<file path="config.mk">
export PLATFORM = sky130hd
export DESIGN_NAME = mem_access_arbiter_flat
export DESIGN_NICKNAME = d
export VERILOG_FILES = /design/src/rtl/mem_access_arbiter_pkg.sv /design/src/rtl/mem_access_arbiter_if.sv /design/src/rtl/mem_access_arbiter_rr_arbiter_2.sv /design/src/rtl/mem_access_arbiter.sv /design/src/flat_wrapper.sv
export SDC_FILE = /design/constraint.sdc
export NUM_CORES = 1
export LEC_CHECK = 0
export BUFFER_PORTS_ARGS = -buffer_cell sky130_fd_sc_hd__clkbuf_2
export CAP_MARGIN = 0
export CORE_MARGIN = 2
export CORE_UTILIZATION = 44
export DETAILED_ROUTE_END_ITERATION = 16
export GPL_ROUTABILITY_DRIVEN = 0
export PLACE_DENSITY = 0.76
export SLEW_MARGIN = 10
export SYNTH_ARGS = -nofsm -noshare
export SYNTH_HDL_FRONTEND = slang
export SYNTH_HIERARCHICAL = 1
export SYNTH_SLANG_ARGS = --single-unit
</file>
<file path="constraint.sdc">
create_clock -name clk -period 4.3 [get_ports clk]
set_input_delay 0.215 -clock clk [delete_from_list [all_inputs] [get_ports clk]]
set_output_delay 0.215 -clock clk [all_outputs]
set_load 0.01 [all_outputs]
</file>
<file path="src/rtl/mem_access_arbiter_pkg.sv">
// Shared types and constants for the IFU/LSU memory access arbiter.
// State and grant encodings are fixed so waveforms read the same in every block.
package mem_access_arbiter_pkg;

   localparam int ADDR_W = 32;
   localparam int DATA_W = 32;
   localparam int MASK_W = 4;

   typedef enum logic [1:0] {
      IDLE = 2'b00,
      REQ  = 2'b01,
      WAIT = 2'b10
   } state_t;

   typedef enum logic {
      GNT_IFU = 1'b0,
      GNT_LSU = 1'b1
   } gnt_t;

   typedef struct packed {
      logic              we;
      logic [ADDR_W-1:0] addr;
      logic [DATA_W-1:0] wdata;
      logic [MASK_W-1:0] wmask;
   } mem_req_t;

endpackage

</file>
<file path="src/rtl/mem_access_arbiter_if.sv">
// Bundle of the IFU, LSU and memory handshake signals seen by the arbiter.
// slave is the arbiter's view; master is the view of the requesters plus memory.
interface mem_access_arbiter_if;
   import mem_access_arbiter_pkg::*;

   logic              ifu_req_valid;
   logic              ifu_req_ready;
   logic [ADDR_W-1:0] ifu_addr;
   logic              ifu_rsp_valid;
   logic [DATA_W-1:0] ifu_rdata;
   logic              ifu_rsp_err;

   logic              lsu_req_valid;
   logic              lsu_req_ready;
   logic              lsu_we;
   logic [ADDR_W-1:0] lsu_addr;
   logic [DATA_W-1:0] lsu_wdata;
   logic [MASK_W-1:0] lsu_wmask;
   logic              lsu_rsp_valid;
   logic [DATA_W-1:0] lsu_rdata;
   logic              lsu_rsp_err;

   logic              mem_req_valid;
   logic              mem_req_ready;
   logic              mem_we;
   logic [ADDR_W-1:0] mem_addr;
   logic [DATA_W-1:0] mem_wdata;
   logic [MASK_W-1:0] mem_wmask;
   logic              mem_rsp_valid;
   logic [DATA_W-1:0] mem_rdata;

   modport slave (
      input  ifu_req_valid, ifu_addr,
      output ifu_req_ready, ifu_rsp_valid, ifu_rdata, ifu_rsp_err,
      input  lsu_req_valid, lsu_we, lsu_addr, lsu_wdata, lsu_wmask,
      output lsu_req_ready, lsu_rsp_valid, lsu_rdata, lsu_rsp_err,
      output mem_req_valid, mem_we, mem_addr, mem_wdata, mem_wmask,
      input  mem_req_ready, mem_rsp_valid, mem_rdata
   );

   modport master (
      output ifu_req_valid, ifu_addr,
      input  ifu_req_ready, ifu_rsp_valid, ifu_rdata, ifu_rsp_err,
      output lsu_req_valid, lsu_we, lsu_addr, lsu_wdata, lsu_wmask,
      input  lsu_req_ready, lsu_rsp_valid, lsu_rdata, lsu_rsp_err,
      input  mem_req_valid, mem_we, mem_addr, mem_wdata, mem_wmask,
      output mem_req_ready, mem_rsp_valid, mem_rdata
   );

endinterface

</file>
<file path="src/rtl/mem_access_arbiter_rr_arbiter_2.sv">
// Combinational two-way round-robin picker: one-hot grant indexed by gnt_t.
// The pointer names the requester that wins when both are valid.
module rr_arbiter_2
   import mem_access_arbiter_pkg::*;
(
   input  logic [1:0] req,
   input  gnt_t       ptr,
   output logic [1:0] gnt
);

   // NOTE: every output of an always_comb gets a default first so no path leaves it unassigned (no latch).
   always_comb begin
      gnt = 2'b00;
      if (req[GNT_IFU] && (!req[GNT_LSU] || ptr == GNT_IFU)) begin
         gnt[GNT_IFU] = 1'b1;
      end else if (req[GNT_LSU]) begin
         gnt[GNT_LSU] = 1'b1;
      end
   end

endmodule

</file>
<file path="src/rtl/mem_access_arbiter.sv">
// Shares one single-port memory between IFU and LSU: round-robin accept, one
// outstanding transaction, registered response pulse or timeout error.
module mem_access_arbiter
   import mem_access_arbiter_pkg::*;
#(
   parameter int TIMEOUT = 255,
   parameter int CNT_W   = 8
) (
   input logic                 clk,
   input logic                 rst,
   mem_access_arbiter_if.slave bus
);

   localparam logic [CNT_W-1:0] CNT_LAST = CNT_W'(TIMEOUT - 1);

   state_t            state, next_state;
   gnt_t              rr_ptr;
   gnt_t              gnt_id;
   mem_req_t          hold;
   logic [CNT_W-1:0]  cnt;
   logic [1:0]        req_vec;
   logic [1:0]        gnt_vec;
   logic              accept;
   logic              rsp_ok;
   logic              rsp_tmo;
   logic [DATA_W-1:0] rsp_rdata;

   assign req_vec = {bus.lsu_req_valid, bus.ifu_req_valid};

   rr_arbiter_2 u_rr (
      .req (req_vec),
      .ptr (rr_ptr),
      .gnt (gnt_vec)
   );

   // NOTE: sequential state uses non-blocking assignments so every flop samples pre-edge values.
   always_ff @(posedge clk or posedge rst) begin
      if (rst) state <= IDLE;
      else     state <= next_state;
   end

   always_comb begin
      next_state        = state;
      bus.ifu_req_ready = 1'b0;
      bus.lsu_req_ready = 1'b0;
      bus.mem_req_valid = 1'b0;
      accept            = 1'b0;
      rsp_ok            = 1'b0;
      rsp_tmo           = 1'b0;
      case (state)
         IDLE: begin
            // Ready is masked during reset so every output reads 0 while rst is high.
            bus.ifu_req_ready = gnt_vec[GNT_IFU] & ~rst;
            bus.lsu_req_ready = gnt_vec[GNT_LSU] & ~rst;
            accept            = |gnt_vec;
            if (accept) next_state = REQ;
         end
         REQ: begin
            bus.mem_req_valid = 1'b1;
            if (cnt == CNT_LAST) begin
               rsp_tmo    = 1'b1;
               next_state = IDLE;
            end else if (bus.mem_req_ready) begin
               next_state = WAIT;
            end
         end
         WAIT: begin
            // A response in the timeout cycle still wins.
            if (bus.mem_rsp_valid) begin
               rsp_ok     = 1'b1;
               next_state = IDLE;
            end else if (cnt == CNT_LAST) begin
               rsp_tmo    = 1'b1;
               next_state = IDLE;
            end
         end
         default: next_state = IDLE;
      endcase
   end

   assign rsp_rdata = (rsp_ok && !hold.we) ? bus.mem_rdata : '0;

   always_ff @(posedge clk or posedge rst) begin
      if (rst) begin
         rr_ptr            <= GNT_LSU;
         gnt_id            <= GNT_IFU;
         hold              <= '0;
         cnt               <= '0;
         bus.ifu_rsp_valid <= 1'b0;
         bus.ifu_rdata     <= '0;
         bus.ifu_rsp_err   <= 1'b0;
         bus.lsu_rsp_valid <= 1'b0;
         bus.lsu_rdata     <= '0;
         bus.lsu_rsp_err   <= 1'b0;
      end else begin
         bus.ifu_rsp_valid <= 1'b0;
         bus.lsu_rsp_valid <= 1'b0;

         if (accept) begin
            // gnt_t encodes LSU as 1, so the LSU grant bit is the grant id.
            gnt_id <= gnt_t'(gnt_vec[GNT_LSU]);
            rr_ptr <= gnt_t'(~gnt_vec[GNT_LSU]);
            cnt    <= '0;
            if (gnt_vec[GNT_LSU]) begin
               hold <= '{we: bus.lsu_we, addr: bus.lsu_addr,
                         wdata: bus.lsu_wdata, wmask: bus.lsu_wmask};
            end else begin
               hold <= '{we: 1'b0, addr: bus.ifu_addr, wdata: '0, wmask: '0};
            end
         end else if (state != IDLE) begin
            cnt <= cnt + 1'b1;
         end

         if (rsp_ok || rsp_tmo) begin
            if (gnt_id == GNT_LSU) begin
               bus.lsu_rsp_valid <= 1'b1;
               bus.lsu_rdata     <= rsp_rdata;
               bus.lsu_rsp_err   <= rsp_tmo;
            end else begin
               bus.ifu_rsp_valid <= 1'b1;
               bus.ifu_rdata     <= rsp_rdata;
               bus.ifu_rsp_err   <= rsp_tmo;
            end
         end
      end
   end

   assign bus.mem_we    = hold.we;
   assign bus.mem_addr  = hold.addr;
   assign bus.mem_wdata = hold.wdata;
   assign bus.mem_wmask = hold.wmask;

endmodule

</file>
<file path="src/flat_wrapper.sv">
// flat-port wrapper written by rule: the top's interface ports become plain ports
module mem_access_arbiter_flat import mem_access_arbiter_pkg::*;
#(
   parameter int TIMEOUT = 255,
   parameter int CNT_W   = 8
)
  (clk, rst, bus_ifu_req_valid, bus_ifu_addr, bus_ifu_req_ready, bus_ifu_rsp_valid, bus_ifu_rdata, bus_ifu_rsp_err, bus_lsu_req_valid, bus_lsu_we, bus_lsu_addr, bus_lsu_wdata, bus_lsu_wmask, bus_lsu_req_ready, bus_lsu_rsp_valid, bus_lsu_rdata, bus_lsu_rsp_err, bus_mem_req_valid, bus_mem_we, bus_mem_addr, bus_mem_wdata, bus_mem_wmask, bus_mem_req_ready, bus_mem_rsp_valid, bus_mem_rdata);
  mem_access_arbiter_if bus_i ();
  input logic clk;
  input logic rst;
  input wire logic [$bits(bus_i.ifu_req_valid)-1:0] bus_ifu_req_valid;
  input wire logic [$bits(bus_i.ifu_addr)-1:0] bus_ifu_addr;
  output wire logic [$bits(bus_i.ifu_req_ready)-1:0] bus_ifu_req_ready;
  output wire logic [$bits(bus_i.ifu_rsp_valid)-1:0] bus_ifu_rsp_valid;
  output wire logic [$bits(bus_i.ifu_rdata)-1:0] bus_ifu_rdata;
  output wire logic [$bits(bus_i.ifu_rsp_err)-1:0] bus_ifu_rsp_err;
  input wire logic [$bits(bus_i.lsu_req_valid)-1:0] bus_lsu_req_valid;
  input wire logic [$bits(bus_i.lsu_we)-1:0] bus_lsu_we;
  input wire logic [$bits(bus_i.lsu_addr)-1:0] bus_lsu_addr;
  input wire logic [$bits(bus_i.lsu_wdata)-1:0] bus_lsu_wdata;
  input wire logic [$bits(bus_i.lsu_wmask)-1:0] bus_lsu_wmask;
  output wire logic [$bits(bus_i.lsu_req_ready)-1:0] bus_lsu_req_ready;
  output wire logic [$bits(bus_i.lsu_rsp_valid)-1:0] bus_lsu_rsp_valid;
  output wire logic [$bits(bus_i.lsu_rdata)-1:0] bus_lsu_rdata;
  output wire logic [$bits(bus_i.lsu_rsp_err)-1:0] bus_lsu_rsp_err;
  output wire logic [$bits(bus_i.mem_req_valid)-1:0] bus_mem_req_valid;
  output wire logic [$bits(bus_i.mem_we)-1:0] bus_mem_we;
  output wire logic [$bits(bus_i.mem_addr)-1:0] bus_mem_addr;
  output wire logic [$bits(bus_i.mem_wdata)-1:0] bus_mem_wdata;
  output wire logic [$bits(bus_i.mem_wmask)-1:0] bus_mem_wmask;
  input wire logic [$bits(bus_i.mem_req_ready)-1:0] bus_mem_req_ready;
  input wire logic [$bits(bus_i.mem_rsp_valid)-1:0] bus_mem_rsp_valid;
  input wire logic [$bits(bus_i.mem_rdata)-1:0] bus_mem_rdata;
  assign bus_i.ifu_req_valid = bus_ifu_req_valid;
  assign bus_i.ifu_addr = bus_ifu_addr;
  assign bus_ifu_req_ready = bus_i.ifu_req_ready;
  assign bus_ifu_rsp_valid = bus_i.ifu_rsp_valid;
  assign bus_ifu_rdata = bus_i.ifu_rdata;
  assign bus_ifu_rsp_err = bus_i.ifu_rsp_err;
  assign bus_i.lsu_req_valid = bus_lsu_req_valid;
  assign bus_i.lsu_we = bus_lsu_we;
  assign bus_i.lsu_addr = bus_lsu_addr;
  assign bus_i.lsu_wdata = bus_lsu_wdata;
  assign bus_i.lsu_wmask = bus_lsu_wmask;
  assign bus_lsu_req_ready = bus_i.lsu_req_ready;
  assign bus_lsu_rsp_valid = bus_i.lsu_rsp_valid;
  assign bus_lsu_rdata = bus_i.lsu_rdata;
  assign bus_lsu_rsp_err = bus_i.lsu_rsp_err;
  assign bus_mem_req_valid = bus_i.mem_req_valid;
  assign bus_mem_we = bus_i.mem_we;
  assign bus_mem_addr = bus_i.mem_addr;
  assign bus_mem_wdata = bus_i.mem_wdata;
  assign bus_mem_wmask = bus_i.mem_wmask;
  assign bus_i.mem_req_ready = bus_mem_req_ready;
  assign bus_i.mem_rsp_valid = bus_mem_rsp_valid;
  assign bus_i.mem_rdata = bus_mem_rdata;
  mem_access_arbiter #(.TIMEOUT(TIMEOUT), .CNT_W(CNT_W)) u_core (.clk(clk), .rst(rst), .bus(bus_i));
endmodule
</file>
==> results.md, run 1 <==
* Buf/Inv on CP at 3
* First-pass GRT wire length at roughly 31000 µm
* Core ar. at ~0.016 mm²
* Final hold violations at 0
* Final Cell Area at 0.00926 mm²
* Drt total wl at 18900 µm
* TritonCTS clock tree: built
* Vias in the first global route at 5924
* Slowest CP cell: and2_1
* Initial antenna violation count at 1
* Final antenna-violating net count at 0
* Yosys top cell area share at roughly half
* Worst Hold Class: in2reg
* Root buf cell: clkbuf_16
* Clock-pin slew on the worst setup and hold paths at 70 ps
* Synth area leaders: dfrtp_1, a22o_1, o21ai_2, a31oi_1, inv_1
* Netlist cell types at between 40 and 50
* Max incr delay on CP at 780 ps
* Setup Skew at 16.9 ps
* Die X at 131 µm
* Clk_lat worst skew at 420 ps
* Syn Area/Cell at just over 10 µm²
* Placed insts at around 1100
* WHS at 22.6 ps
* Slew @ Worst Pin at ~1100 ps
* WP data required at 4090 ps
* Tmin final at 2920 ps
* Max IR drop VDD at 393 µV
* Post-CTS Setup Repair Bufs at 0
* Ys flop type: dfrtp_1
* Leakage at 4.84 nW
* Grt ovf at 0
* Asr flop ratio synth at 100%
* Sequential-to-total area share from yosys stat at between 50% and 60%
* Pwr Density at slightly above 700 mW/mm²
* Post-synth EDFFs at 0
* Tot GR Track Use at a little over a fifth
* Fin cells at 1191
* Deepest clock path buffer count at 2
* Placement Cell Area at 0.00847 mm²
* Rows at 46
* Mapped Nets at 837
* Hold_buf cts at 18
* Seq cells post-synth at 149
* Slew Viols, Final at 0
* Post-Synthesis Cells at around 690
* Initial Util at 45.0%
* Pre-antenna DRT Iters at 4
* Slew HR at 23.7%
* Io pins at 279
* Die height at 131 µm
* CP max FO at 52
* Wire per inst at 15.8 µm
* Fmax at around 0.34 GHz
* Number of port buffers at approximately 280
* MaxCap Viol Count at 0
* CP Data Arrival Time at 2700 ps
* Yosys warns at 6
* RSZ-0062 raised after global routing: false
* Post-DR vias/cell at 5.11
* Setup TNS at 0 ps
* Sink Count at around 150
* Fraction of layout cells with a size suffix above 1 at a little over 40%
* Final worst-path cycle share at 67.9%
* Largest area contributor in the netlist: dfrtp_1
* # DRC at 0
* Num CTS Buffers at 17
* CP Class: reg2out
* CP delay by family, top: simple AND/OR/NAND/NOR gates
* Status: completed
* Nature of the critical path endpoint: output port
* Die Area at 0.0172 mm²
* Filler cell count at 1332
* Startpoint types: flip-flop
* Synthesis-to-layout area growth at 30.0%
* Endpoints failing setup at 0
* Post-synth design cell area at between 0.007 and 0.008 mm²
* H-tree Lvls at 4
* Post-DP HPWL at 12500 µm
* CP most frequent cell: and2_1
* Final net count at 1105
* Resize count post-CTS at 0
* Largest net degree at the start of global routing at roughly 110
* Vias at 6082
* Initial DRC Count at 377
* Cell Chain, Critical Path: inv_1 -> ha_2 -> buf_4 -> and2_1 -> and2_1 -> clkbuf_2
routing by layer:
layer  track usage [%]  vias up  wire, µm
li1                  -     2952         -
met3              6.37       23      1290
met2              35.5      253      9070
met1              28.0     2854      8100
met5                 0        -         0
met4              8.27        0       414
worst paths after layout:
kind / from / endpoint / slack [ps] / cells past startpoint
max in group asynchronous: rst / u_core/gnt_id / 3120 / 3
min in group asynchronous: rst / u_core/bus.mem_wdata[0] / 50 / 2
worst max-delay path: u_core/state[1] / bus_lsu_req_ready / 1380 / 6
worst max register to register: u_core/state[1] / u_core/bus.mem_wdata[5] / 1730 / 6
worst min-delay path: bus_lsu_wdata[31] / u_core/bus.mem_wdata[31] / 20 / 2
worst min register to register: u_core/bus.mem_wdata[9] / u_core/bus.mem_wdata[9] / 500 / 1
placed cells by master, fill, tap and decap left out, drive strengths merged, types with 2 or more instances in the layout:
cell | synthesis | layout
a21boi | 2 | 2
a21oi | 7 | 7
a22o | 72 | 72
a31oi | 65 | 65
and2 | 2 | 2
and3 | 2 | 2
buf | 34 | 8
clkbuf | 16 | 296
clkinv | 0 | 2
dfrtp | 148 | 148
dlygate4sd3 | 0 | 19
ha | 5 | 5
inv | 71 | 81
nand2 | 61 | 61
nand3 | 8 | 8
nand3b | 27 | 27
nor2 | 69 | 69
nor2b | 4 | 4
o211ai | 3 | 3
o21ai | 77 | 77
xnor2 | 2 | 2
xor2 | 2 | 2
cell families after synthesis:
kind of cell             Yosys count  synth area share, %
flip-flops                       149                 52.4
buffers and inverters            127                 9.47
AO/OA/AOI/OAI                    230                 24.9
AND/OR/NAND/NOR                  178                 11.9
adder cells (fa/ha/maj)            5                0.878
XOR/XNOR                           4                0.492
cell usage after synthesis (all sizes together) (5+ instances only):
library cell / number
buf: 34
inv: 71
ha: 5
nand3: 8
a22o: 72
nand3b: 27
dfrtp: 148
a31oi: 65
a21oi: 7
nor2: 69
o21ai: 77
clkbuf: 16
nand2: 61
through the flow:
stage,setup slack (ps),power (mW),utilization (%)
CTS,1410,6.77,58.4
global placement,1890,5.16,53.5
floorplan,67.0,4.34,-
global route,1240,7.20,58.5
finish,1380,6.74,58.5
detailed placement,1830,5.24,53.5
sequential cells by signal, indices dropped and copies added, names as in the netlist, 2 cells and up:
name,flops
u_core/bus.mem_wmask,4
u_core/bus.lsu_rdata,32
u_core/cnt,8
u_core/bus.mem_wdata,32
u_core/bus.mem_addr,32
u_core/bus.ifu_rdata,32
u_core/state,2
where the power goes:
part	switching, mW	total, mW	internal, mW
sequential	0.350	2.31	1.96
clock	0.657	1.50	0.841
combinational	1.73	2.93	1.20
total	2.73	6.74	4.00
cell type report:
cell class                      instances  area [µm²]  share of cell area [%]
Antenna cell                            1        2.50                  0.0270
Multi-Input combinational cell        417        2750                    29.7
Clock inverter                         14         155                    1.68
Inverter                               71         272                    2.93
Sequential cell                       149        3730                    40.3
Tap cell                              216         270                    2.92
Clock buffer                           18         439                    4.74
Timing Repair Buffer                  305        1640                    17.7
Power figures use the tool's default switching activity.
==> run 2, diff against run 1 <==
- clock period: 4.3 -> 2.4 ns (I/O delays scaled with it)
==> run 2 against run 1 <==
Effect of this change: final cell count up 6.0%; first-iteration DRC count grew 30%; hold slack got worse by 3.4 ps; total power rose by 83%; final area up 8.5%; register-to-register slack got worse by 1500 ps; sequential power grew 82%; non-clock buffer count rose by 72; clock power up 76%; worst setup slack worse by 1200 ps; die area stayed put; highest routed layer unchanged; global-route usage increased by 2.1 points.
==> results.md, run 2 (synthesis results as in run 1) <==
* Max incr delay on CP at 440 ps (-340 ps)
* Endpoints failing setup at 0 (unchanged)
* Final antenna-violating net count at 0 (unchanged)
* Pre-antenna DRT Iters at 5 (+1)
* Initial antenna violation count at 0 (-1)
* Initial DRC Count at 490 (+30%)
* Slew HR at 23.4% (-0.28 points)
* Number of port buffers at 278 (unchanged)
* Core ar. at 0.0158 mm² (unchanged)
* Setup Skew at 12.8 ps (-4.09 ps)
* Worst Hold Class: in2reg
* Slew Viols, Final at 0 (unchanged)
* Io pins at 279 (unchanged)
* Filler cell count at 1248 (-6.3%)
* Most frequent cells in the layout: clkbuf_2, dfrtp_1, dlygate4sd3_1
* Largest net degree at the start of global routing at 80 (-25%)
* Commonest non-fill, non-tap cell in the layout: clkbuf_2
* N_diodes at 0 (-1)
* Die X at 131 µm (unchanged)
* First-pass GRT wire length at 33400 µm (+9.4%)
* Die height at 131 µm (unchanged)
* Vias at 6481 (+6.6%)
* Final worst-path cycle share at 92.3%
* Wire per inst at 16.1 µm (+1.5%)
* Tot Pwr at 12.3 mW (+83%)
* Clk_lat worst skew at 420 ps (about the same)
* Initial Util at 45.0% (unchanged)
* Final hold violations at 0 (unchanged)
* Synthesis-to-layout area growth at 41.0%
* WHS at 19.2 ps (-3.41 ps)
* Status: completed
* Slowest CP cell: buf_4
* Resize count post-CTS at 0 (unchanged)
* Deepest clock path buffer count at 2 (unchanged)
* Post-DP HPWL at 12900 µm (+3.4%)
* WP data required at 2280 ps (-1810 ps)
* Startpoint types: flip-flop
* Grt ovf at 0 (unchanged)
* Clock-pin slew on the worst setup and hold paths at 70 ps (about the same)
* Tot GR Track Use at 24.0% (+2.1 points)
* Rows at 46 (unchanged)
* CP Data Arrival Time at 2100 ps (-600 ps)
* Num CTS Buffers at 17 (unchanged)
* Tmin final at 2220 ps
* Final net count at 1177 (+6.5%)
* MaxCap Viol Count at 0 (unchanged)
* CP Class: reg2out
* Slew @ Worst Pin at 1140 ps (-0.201 ps)
* # DRC at 0 (unchanged)
* Drt total wl at 20300 µm (+7.5%)
* Cell Chain, Critical Path: inv_1 -> ha_2 -> buf_4 -> nand2_1 -> nor2_1 -> clkbuf_2
* Fraction of layout cells with a size suffix above 1 at 38.1% (-2.1 points)
* Sink Count at 149 (unchanged)
* Leakage at 5.17 nW (+6.8%)
* Nature of the critical path endpoint: output port
* RSZ-0062 raised after global routing: false
* H-tree Lvls at 4 (unchanged)
* Post-DR vias/cell at 5.14 (+0.57%)
* TritonCTS clock tree: built
* Die Area at 0.0172 mm² (unchanged)
* Pwr Density at 1230 mW/mm² (+69%)
* CP max FO at 50 (-3.8%)
* Root buf cell: clkbuf_16
* Fmax at 0.451 GHz
* Vias in the first global route at 6369 (+7.5%)
* Max IR drop VDD at 705 µV (+80%)
-- run 2: stage by stage --
step,cell area (µm²),cells,setup slack (ps),TNS (ps),utilization (%)
3_5_place_dp,8620,1146,265,0,54.5
6_report,10000,1262,184,0,63.5
2_1_floorplan,7130,693,-463,-463,-
5_1_grt,10000,1262,6.74,0,63.5
3_3_place_gp,8620,1146,272,0,54.5
4_1_cts,10000,1262,114,0,63.5
-- run 2: layout make-up --
| class | instances | area [µm²] | area share [%] |
|---|---|---|---|
| clock buffer | 17 | 425 | 4.24 |
| clock inverter | 15 | 159 | 1.58 |
| inverter | 71 | 270 | 2.69 |
| multi-input combinational | 417 | 2760 | 27.4 |
| sequential | 149 | 3730 | 37.1 |
| tap | 216 | 270 | 2.69 |
| timing repair buffer | 377 | 2430 | 24.2 |
-- run 2: per-layer routing --
| metal | share of wire, % | GRT usage (%) | vias to the layer above | routed length (µm) |
|---|---|---|---|---|
| li1 | - | - | 3090 | - |
| met1 | 40 | 30.3 | 3079 | 8210 |
| met2 | 51 | 41.1 | 289 | 10300 |
| met3 | 7.4 | 5.98 | 23 | 1510 |
| met4 | 1.4 | 6.76 | 0 | 289 |
| met5 | 0 | 0 | - | 0 |
-- run 2: worst paths after layout --
check,from,endpoint,slack [ps],cells after the start
setup / recovery,u_core/state[1],bus_ifu_req_ready,180,6
hold / removal,bus_lsu_addr[19],u_core/bus.mem_addr[19],20,4
setup reg to reg,u_core/rr_ptr,u_core/cnt[5],260,5
hold reg to reg,u_core/bus.mem_wdata[4],u_core/bus.mem_wdata[4],500,1
max in group asynchronous,rst,u_core/bus.ifu_rdata[5],1320,4
min in group asynchronous,rst,u_core/bus.mem_wdata[4],320,3
-- run 2: worst max-delay path: cells and delay by family, from the launching register on --
family	cells	cell delay (ps)
flip-flops	1	410
buffers and inverters	3	730
AND/OR/NAND/NOR	2	300
adder cells (fa/ha/maj)	1	230
-- run 2: where the power goes --
| part | switching [mW] | internal, mW |
|---|---|---|
| Sequential | 0.695 | 3.51 |
| Clock | 1.17 | 1.48 |
| Combinational | 3.13 | 2.34 |
| Total | 4.99 | 7.33 |
-- run 2: repair_timing --
item | CTS | global route
hold buffers | 84 | 0
endpoints found under the setup margin | 0 | 0
buffers inserted | 0 | 0
endpoints found under the hold margin | 130 | 0
==> run 3, diff against run 2 <==
- GPL_TIMING_DRIVEN: unset -> 0
- HOLD_SLACK_MARGIN: unset -> 0.03
==> run 3 against run 2 <==
Effect of this change: hold slack gained 28 ps; clock skew fell by 5.2 ps; worst setup slack got worse by 78 ps; global-route usage rose by 4.0 points; flip-flop and latch count did not move; non-clock buffer count grew 76; critical endpoint is now u_core/bus.mem_addr[6]; largest power group unchanged.
==> results.md, run 3 (synthesis results as in run 1) <==
* Status: completed
* N_diodes at 0 (unchanged)
* CP Data Arrival Time at 2650 ps (+550 ps)
* Max IR drop VDD at 661 µV (-6.3%)
* Slew Viols, Final at 0 (unchanged)
* WP data required at 2760 ps (+480 ps)
* Initial DRC Count at 615 (+26%)
* Post-DR vias/cell at 5.25 (+2.3%)
* TritonCTS clock tree: built
* CP max FO at 10 (-80%)
* Filler cell count at 1219 (-2.3%)
* Drt total wl at 23800 µm (+17%)
* Clock-pin slew on the worst setup and hold paths at 70 ps (about the same)
* Post-DP HPWL at 15400 µm (+19%)
* Worst Hold Class: in2reg
* Setup Skew at 7.62 ps (-5.15 ps)
* Slew HR at 64.1% (+41 points)
* Final net count at 1253 (+6.5%)
* Number of port buffers at 278 (unchanged)
* First-pass GRT wire length at 38400 µm (+15%)
* Leakage at 5.59 nW (+8.1%)
* Pre-CTS WS at 375 ps (+110 ps)
* # DRC at 0 (unchanged)
* Core ar. at 0.0158 mm² (unchanged)
* Setup TNS at 0 ps (unchanged)
* Initial Util at 45.0% (unchanged)
* RSZ-0062 raised after global routing: false
* H-tree Lvls at 4 (unchanged)
* Tmin final at 2290 ps (+78.3 ps)
* Rows at 46 (unchanged)
* Final worst-path cycle share at 95.6% (+3.3 points)
* Final antenna-violating net count at 0 (unchanged)
* Deepest clock path buffer count at 2 (unchanged)
* Io pins at 279 (unchanged)
* Placement Cell Area at 0.00890 mm² (+3.2%)
* Max incr delay on CP at 570 ps (+130 ps)
* Post-CTS Setup Repair Bufs at 0 (unchanged)
* Fin cells at 1338 (+6.0%)
* Die X at 131 µm (unchanged)
* Startpoint types: flip-flop
* MaxCap Viol Count at 0 (unchanged)
* Most frequent cells in the layout: clkbuf_2, dfrtp_1, dlygate4sd3_1
* Synthesis-to-layout area growth at 50.2%
* Slowest CP cell: dlygate4sd3_1
* Largest net degree at the start of global routing at 36 (-55%)
* Initial antenna violation count at 0 (unchanged)
* Cell Chain, Critical Path: a21boi_1 -> clkbuf_1 -> buf_1 -> nand3b_1 -> nand2_1 -> dlygate4sd3_1 -> a22o_1
* Vias at 7031 (+8.5%)
* Fraction of layout cells with a size suffix above 1 at 37.5% (-0.62 points)
* Commonest non-fill, non-tap cell in the layout: clkbuf_2
* Vias in the first global route at 7447 (+17%)
* Nature of the critical path endpoint: flip-flop
* Slew @ Worst Pin at 538 ps (-607 ps)
* Num CTS Buffers at 17 (unchanged)
* Final worst slack at 106 ps (-78.3 ps)
* Fmax at 0.436 GHz (-3.4%)
* CP Class: reg2reg
* Final hold violations at 0 (unchanged)
* Sink Count at 149 (unchanged)
* Clk_lat worst skew at 420 ps (about the same)
* Placed insts at 1192 (+4.0%)
* Wire per inst at 17.8 µm (+11%)
* Root buf cell: clkbuf_16
* Pre-antenna DRT Iters at 5 (unchanged)
* Die height at 131 µm (unchanged)
* Grt ovf at 0 (unchanged)
* Pwr Density at 1220 mW/mm² (-0.34%)
* Die Area at 0.0172 mm² (unchanged)
* Final Cell Area at 0.0107 mm² (+6.5%)
* Endpoints failing setup at 0 (unchanged)
* Tot GR Track Use at 28.0% (+4.0 points)
## run 3: cell types whose count changed in the layout (fill, tap and decap cells not counted), moves of 3 or more
cell	delta
dlygate4sd3_1	+32
buf_4	-8
buf_2	+22
clkbuf_2	+6
buf_12	+3
dlymetal6s2s_1	+4
clkbuf_1	+9
buf_6	+4
## run 3: through the flow
| stage | total power [mW] | hold WS (ps) | util [%] |
|---|---|---|---|
| after detailed placement | 9.82 | 206 | 56.2 |
| after CTS | 13.0 | 30.9 | 67.5 |
| final | 13.1 | 47.5 | 67.6 |
| after global routing | 13.9 | 51.2 | 67.6 |
| after global placement | 9.66 | 342 | 55.5 |
| after floorplan | 7.78 | 250 | - |
## run 3: final timing paths
path                                               start                  endpoint  slack [ps]  cells past startpoint
worst max-delay path                       u_core/rr_ptr    u_core/bus.mem_addr[6]         110                      7
max in group asynchronous                            rst  u_core/bus.ifu_rdata[16]        1330                      5
worst max register to register             u_core/rr_ptr    u_core/bus.mem_addr[6]         110                      7
worst min register to register  u_core/bus.mem_wdata[29]  u_core/bus.mem_wdata[29]         500                      1
min in group asynchronous                            rst   u_core/bus.ifu_rdata[0]         310                      3
worst min-delay path                    bus_ifu_addr[19]   u_core/bus.mem_addr[19]          50                      4
## run 3: power by group
group          leakage [nW]  internal (mW)  switching [mW]
clock                 0.310           1.69            1.21
combinational          3.60           2.55            3.47
sequential             1.67           3.51           0.639
## run 3: final cells by class
cell class	count	area, µm²	share of cell area (%)
clock buffers	17	425	3.98
clock inverters	15	209	1.95
flip-flops and latches	149	3730	34.9
repair buffers	399	2660	24.9
well taps	216	270	2.53
inverters	71	270	2.53
multi-input cells	417	2720	25.4
plain buffers	54	414	3.87
## run 3: worst max-delay path: cells and delay by family, from the launching register on
family                 cells  cell delay [ps]
DFF                        1              380
and+or+nand+nor            2              270
AOI/OAI and AO/OA          2              230
buffers and inverters      3             1360
## run 3: metal layers
layer	vias up	GRT usage (%)	part of all wire, %
li1	3244	-	-
met1	3357	32.0	38
met2	367	48.9	50
met3	63	7.83	7.8
met4	0	12.4	3.8
met5	-	0	0
## run 3: timing repair
| action | in CTS | in global routing |
|---|---|---|
| endpoints found under the setup margin | 1 | 14 |
| gates resized for setup | 1 | 12 |
| endpoints found under the hold margin | 150 | 0 |
| hold buffers | 116 | 0 |
| cloned | 0 | 0 |
